<file path="config.mk">
export PLATFORM = sky130hd
export DESIGN_NAME = ad_spike_aer_out
export DESIGN_NICKNAME = d
export VERILOG_FILES = /design/src/rtl/ad_spike_aer_out.sv
export SDC_FILE = /design/constraint.sdc
export NUM_CORES = 1
export LEC_CHECK = 0
export CAP_MARGIN = 20
export CORE_MARGIN = 3
export CORE_UTILIZATION = 53
export DETAILED_ROUTE_END_ITERATION = 8
export PLACE_DENSITY = 0.83
export SYNTH_ARGS = -nofsm -noshare
export SYNTH_HDL_FRONTEND = slang
export SYNTH_SLANG_ARGS = --single-unit
</file>
<file path="constraint.sdc">
create_clock -name CLK -period 6.6 [get_ports CLK]
set_input_delay 1.65 -clock CLK [delete_from_list [all_inputs] [get_ports CLK]]
set_output_delay 1.65 -clock CLK [all_outputs]
set_load 0.05 [all_outputs]
</file>
<file path="src/rtl/ad_spike_aer_out.sv">
// ad_spike_aer_out: turns the spike flags of one neuron update into AER words, buffers them in a FIFO
// and sends them off-chip over a 4-phase REQ/ACK handshake.
// Optional feature: define AD_MULTILEVEL_EN for three-level encoding. When it is undefined, only
// the full-threshold flag is captured.
module ad_spike_aer_out #(
    parameter int N_ADDR     = 8,
    parameter int FIFO_DEPTH = 8
) (
    input  logic              CLK,
    input  logic              RST,
    input  logic              NEUR_UPD_VALID,
    input  logic [N_ADDR-1:0] NEUR_ADDR,
    input  logic [6:0]        EVENT_OUT1,
    input  logic [6:0]        EVENT_OUT2,
    input  logic [6:0]        EVENT_OUT3,
    output logic              BUSY,
    output logic [N_ADDR+1:0] AEROUT_ADDR,
    output logic              AEROUT_REQ,
    input  logic              AEROUT_ACK,
    output logic [7:0]        DROP_CNT
);
`ifdef AD_MULTILEVEL_EN
    localparam int NL = 3;
`else
    localparam int NL = 1;
`endif
    localparam int AW = $clog2(FIFO_DEPTH);
    localparam int W  = N_ADDR + 2;
    localparam logic [1:0] S_IDLE   = 2'd0;
    localparam logic [1:0] S_REQ    = 2'd1;
    localparam logic [1:0] S_ACKLOW = 2'd2;

    logic [NL-1:0]     flags, mask, sel;
    logic [1:0]        code;
    logic [N_ADDR-1:0] stage_addr;
    logic [W-1:0]      mem [FIFO_DEPTH];
    logic [AW-1:0]     wr_ptr, rd_ptr;
    logic [AW:0]       count;
    logic [1:0]        state;
    logic              ack_s1, ack_s, full, empty, pop, push, hit, capture, drop, unused_bits;

`ifdef AD_MULTILEVEL_EN
    // mask bit 2 = full (11), bit 1 = 3/4 (10), bit 0 = 1/2 (01); highest bit is emitted first
    assign unused_bits = ^{EVENT_OUT1[5:0], EVENT_OUT2[5:0], EVENT_OUT3[5:0]};
    assign flags       = {EVENT_OUT1[6], EVENT_OUT3[6], EVENT_OUT2[6]};
    assign sel         = mask[2] ? 3'b100 : mask[1] ? 3'b010 : {2'b00, mask[0]};
    assign code        = mask[2] ? 2'b11 : mask[1] ? 2'b10 : 2'b01;
`else
    assign unused_bits = ^{EVENT_OUT1[5:0], EVENT_OUT2, EVENT_OUT3};
    assign flags       = EVENT_OUT1[6];
    assign sel         = mask;
    assign code        = 2'b11;
`endif

    assign full    = count == (AW+1)'(FIFO_DEPTH);
    assign empty   = count == '0;
    assign hit     = NEUR_UPD_VALID && |flags;
    assign capture = hit && mask == '0;
    assign drop    = hit && |mask;
    assign pop     = state == S_IDLE && !empty;
    // a pop on the same edge frees the slot, so a full FIFO can still accept a word
    assign push    = |mask && (!full || pop);
    assign BUSY    = |mask;

    // staging register: load on capture, clear one bit per accepted push
    always_ff @(posedge CLK or posedge RST) begin
        if (RST) begin
            mask       <= '0;
            stage_addr <= '0;
        end else if (capture) begin
            mask       <= flags;
            stage_addr <= NEUR_ADDR;
        end else if (push) begin
            mask <= mask & ~sel;
        end
    end

    // saturating count of updates refused while the staging register was occupied
    always_ff @(posedge CLK or posedge RST) begin
        if (RST)
            DROP_CNT <= '0;
        else if (drop && DROP_CNT != 8'hFF)
            DROP_CNT <= DROP_CNT + 8'd1;
    end

    // FIFO storage; no reset needed since occupancy is tracked by count
    always_ff @(posedge CLK) begin
        if (push)
            mem[wr_ptr] <= {code, stage_addr};
    end

    // FIFO pointers and occupancy
    always_ff @(posedge CLK or posedge RST) begin
        if (RST) begin
            wr_ptr <= '0;
            rd_ptr <= '0;
            count  <= '0;
        end else begin
            wr_ptr <= wr_ptr + AW'(push);
            rd_ptr <= rd_ptr + AW'(pop);
            count  <= count + (AW+1)'(push) - (AW+1)'(pop);
        end
    end

    // two-flop synchronizer for the off-chip acknowledge
    always_ff @(posedge CLK or posedge RST) begin
        if (RST) begin
            ack_s1 <= 1'b0;
            ack_s  <= 1'b0;
        end else begin
            ack_s1 <= AEROUT_ACK;
            ack_s  <= ack_s1;
        end
    end

    // 4-phase handshake; the address is held from REQ rise until the return to idle
    always_ff @(posedge CLK or posedge RST) begin
        if (RST) begin
            state       <= S_IDLE;
            AEROUT_REQ  <= 1'b0;
            AEROUT_ADDR <= '0;
        end else begin
            case (state)
                S_IDLE: if (pop) begin
                    AEROUT_ADDR <= mem[rd_ptr];
                    AEROUT_REQ  <= 1'b1;
                    state       <= S_REQ;
                end
                S_REQ: if (ack_s) begin
                    AEROUT_REQ <= 1'b0;
                    state      <= S_ACKLOW;
                end
                default: if (!ack_s) state <= S_IDLE;
            endcase
        end
    end
endmodule

</file>
After elaboration in Yosys (flattened, before gate mapping) --
Memories as Yosys holds them, arrays and structs flattened. A register that Yosys moved wholly into a read port is not among the register bits. Cells that the tools add are included.
Storage, ports and cells: register bits 42, bits in latches 0, memory bits (writable) 64, memory bits (read-only) 0, bits of input ports 33, output and inout port bits 20, word-level logic and storage cells 51, memories kept 1
Memories:
- mem | words 8, width 8, rd ports 1, clocked after memory_dff 1, write ports 1, RTL line 36 | logic [W-1:0] mem [FIFO_DEPTH];
Cells by class: add/subtract/negate cells 5, multiply operators 0, div/mod/pow operators 0, $lt $le $gt $ge 0, equal/unequal tests 6, shift-type cells 0, muxes and demuxes 11, bitwise gates (word level) 1, reductions and logical operators 16
Operator list (count):
- adder 8 x 1 -> 8 bit (second input constant) | 1
- != test 8 bit (second input constant) | 1
- adder 3 x 1 -> 3 bit | 2
- logical AND 1 bit | 6
- two-way mux 1 bit | 6
- two-way mux 2 bit | 3
- AND reduction 3 bit | 2
- adder 4 x 1 -> 4 bit | 1
- equality test 4 bit (second input constant) | 1
- zero test 4 bit | 1
- != test 2 bit (second input constant) | 2
- case mux 2 bit (2 select lines) | 1
- nonzero test 2 bit | 2
- subtractor 4 x 1 -> 4 bit | 1
- != test 3 x 1 -> 1 bit (second input constant) | 1
- equality test 2 x 1 -> 1 bit (second input constant) | 1
- zero test 1 bit | 2
- zero test 2 bit | 1
- case mux 1 bit (2 select lines) | 1
- AND reduction 2 bit | 1
- logical OR 1 bit | 1
- inverter 1 bit | 1

Logic depth before layout (Yosys ltp) --
depth in word-level cells 7, depth in mapped cells 11, gate-level depth less buffers 10

Worst setup path before layout --
Ideal clock, no wire load.
path kind register -> output, start point register AEROUT_ADDR[8] (netlist name), end point output AEROUT_ADDR[9], arrival 0.899 ns, required time 4.950 ns, setup slack 4.051 ns, cell stages (with the launch flop) 2, path buffers 1, cells stage by stage dfrtp_1 -> buf_4
RTL lines:
- end: declaration | RTL line 17 | output logic [N_ADDR+1:0] AEROUT_ADDR,

Worst setup path in the final report --
start point register mask, in the netlist BUSY, end point output BUSY
RTL lines:
- start: declaration | RTL line 33 | logic [NL-1:0] flags, mask, sel;
- start signal: assignment | RTL line 71 | mask <= flags;
- start signal: assignment | RTL line 74 | mask <= mask & ~sel;
- end: declaration | RTL line 16 | output logic BUSY,
No word-level cell between the ends.

==> impl_metrics.toml <==
[yosys]
synth_seq_cells = 105
synth_top_area_share_pct = 43.80
yosys_warnings = 0
synth_area_um2 = 4388
syn_nets = 323
synth_edf_count = 64
syn_area_per_cell_um2 = 15.73
synth_cell_types = 49
syn_inst = 279
synth_top_area_cell = "edfxtp_1"
synthTopCellsByArea = "edfxtp_1 44%, dfrtp_1 23%, mux2_2 6.2%, mux2i_1 3.6%, ha_1 2.9%"
synthArstFlopShare_pct = 39.05
netlist_top_cells_count = "64 x edfxtp_1, 41 x dfrtp_1, 24 x mux2_2"
synth_ff_type = "edfxtp_1"
ys_seq_area_share_pct = 67.18
yosysMostFrequentCell = "edfxtp_1"

[floorplan]
io_pins = 53
die_h_um = 96.99
die_w_um = 96.99
rows = 32
die_area_um2 = 9407
core_area_um2 = 7888
start_util_pct = 55.63

[finish]
drive_above_1_share_pct = 17.50
syn2layout_area_growth_pct = 12.95
fin_cells = 422
nets = 359
antennaDiodeCount = 0
fin_util_pct = 62.83
fillers = 591

[clock_tree]
cts_resized = 0
cts_hold_buffers = 0
worstSkewPairLatency_ps = 350
htreeDepth = 3
cts_buffers = 9
clockBufferDepth = 2
clkSinkCount = 105
clk_pin_slew_worst_paths_ps = 90
root_buffer = "clkbuf_8"
cts_setup_buffers = 0
cts_tree = "built"

[sta]
setup_viol = 0
final.setup.tns_ps = 0
fin_crit_ps = 3403
finClkSkew_ps = 10.95
worst_slew_pin_slew_ps = 831.9
setup_slack_ps = 3197
slew_viol_final = 0
fin_crit_sh_pct = 51.56
grt_setup_unrepaired = "no"
hold_viol = 0
maxSlewHeadroom_pct = 44.54
max_freq_mhz = 293.9

[grt]
grt_pass1_vias = 2243
grt_max_degree = 42
overflow = 0
grt_pass1_wl_mm = 11.26
grt_usage_pct = 15.32
antenna_found_initial = 0

[worst_setup_path]
cp_slowest_stage_delay_ps = 870
startpoint_type = "flop"
critPathCaptureType = "primary output"
crit_family = "buffers and inverters"
crit_chain = "clkdlybuf4s50_1"
critPathRequiredTime_ps = 4950
worst-setup-path-type = "flop to primary output"
crit_slowest_cell = "clkdlybuf4s50_1"
reg2reg_depth = 11
cp.arrival_ps = 1750
crit_fanout = 10
crit_buf_inv = 1
cp.depth = 1

[placed_design]
preCtsSetupSlack_ps = 3547
numPortBuffers = 32
gp_congestion = 0.7746
hpwl_mm = 4.648
dp_cells = 406

[route]
vias = 2356
wl_mm = 6.820
drtIter0Drc = 164
wl_per_cell_um = 16.16
ant_nets = 0
first_pass_iters = 5
post_drt_via_cell_ratio = 5.583
drc = 0

[min_path]
hold_depth = 0
hp-class = "flop to flop"

[outcome]
outcome = "finished clean"

[power]
power_density_nw_per_um2 = 416.6
p_leak_nw = 1.882
irDropWorstVdd_v = 0.0002367

[job]
drv_cap = 0
-- per-layer routing --
layer / routed length, um / part of all wire (%) / GRT usage, %
met5: 0 / 0 / 0
met4: 138 / 2.0 / 7.451
met3: 392 / 5.7 / 2.668
met2: 3246 / 48 / 24.15
met1: 3042 / 45 / 20.68
-- through the flow --
stage                     power, W  cell area, um2  hold WS [ps]
after CTS                 0.002078            4956         369.2
after global placement    0.001675            4763         339.5
after detailed placement  0.001705            4763         347.2
after global routing      0.002181            4956         372.4
after floorplan           0.001536            4388         331.2
final                     0.002065            4956         366.2
-- placed cells by master (no fill, tap or decap), types with 2 or more instances in the layout --
| master | count |
|---|---|
| a22o_1 | 8 |
| and2_1 | 4 |
| and3_1 | 2 |
| buf_4 | 4 |
| clkbuf_8 | 9 |
| clkdlybuf4s50_1 | 32 |
| clkinv_1 | 3 |
| clkinvlp_4 | 3 |
| dfrtp_1 | 40 |
| edfxtp_1 | 64 |
| ha_1 | 10 |
| inv_1 | 9 |
| mux2_1 | 4 |
| mux2_2 | 24 |
| mux2i_1 | 16 |
| nand2_1 | 6 |
| nand2b_1 | 3 |
| nand3_1 | 4 |
| nand4_1 | 4 |
| nor2_1 | 9 |
| nor3_1 | 3 |
| o21ai_0 | 10 |
| o21ai_1 | 2 |
| o22ai_1 | 8 |
| o31ai_2 | 7 |
| or2_1 | 2 |
| xnor2_1 | 5 |
| xor2_1 | 3 |
-- power by group --
part / switching (W) / internal (W) / total [W]
Clock: 0.000204 / 0.000174 / 0.000378
Sequential: 0.000133 / 0.000842 / 0.000975
Combinational: 0.000403 / 0.000309 / 0.000711
-- worst reg2reg max path, delay by kind of cell (launching register included) --
kind                       cells  cell delay [ps]
xor gates and xnor gates       1              140
and+or+nand+nor                2              660
AOI/OAI and AO/OA              1              160
buffers and inverters          4              480
adders and majority gates      3              710
DFF                            1              370
-- registers in the layout (all words and copies together), names as in the netlist --
name,cells
mem,64
stage_addr,8
wr_ptr,3
count,4
ack_s1,1
rd_ptr,3
DROP_CNT,8
AEROUT_REQ,1
BUSY,1
ack_s,1
AEROUT_ADDR,9
state,2
-- area by class of cell --
cell class | instances | area, um2 | area share [%]
clock inverter | 7 | 68.82 | 1.389
timing repair buffer | 36 | 350.3 | 7.069
multi-input combinational | 153 | 1299 | 26.21
inverter | 10 | 37.54 | 0.7574
tap | 102 | 127.6 | 2.575
clock buffer | 9 | 123.9 | 2.499
sequential | 105 | 2949 | 59.51
-- final timing paths --
path | start | end | slack (ps)
setup / recovery | BUSY$_DFFE_PP0P_ | BUSY | 3200
hold / removal | ack_s1$_DFF_PP0_ | ack_s$_DFF_PP0_ | 370
setup reg to reg | count[2]$_DFF_PP0_ | count[2]$_DFF_PP0_ | 3960
hold reg to reg | ack_s1$_DFF_PP0_ | ack_s$_DFF_PP0_ | 370
max in group asynchronous | RST | rd_ptr[0]$_DFF_PP0_ | 4510
min in group asynchronous | RST | count[3]$_DFF_PP0_ | 1710
-- logic make-up (layout without fill, tap and decap cells) --
kind of cell	Yosys count	after routing	share of synthesized area, %
DFF	105	105	67.18
buffers and inverters	21	62	3.222
and+or+nand+nor	45	45	5.788
adders and majority gates	11	11	3.308
muxes	45	45	11.18
xor gates and xnor gates	8	8	1.597
AOI/OAI and AO/OA	44	44	7.728
(Power assumes the default switching activity.)
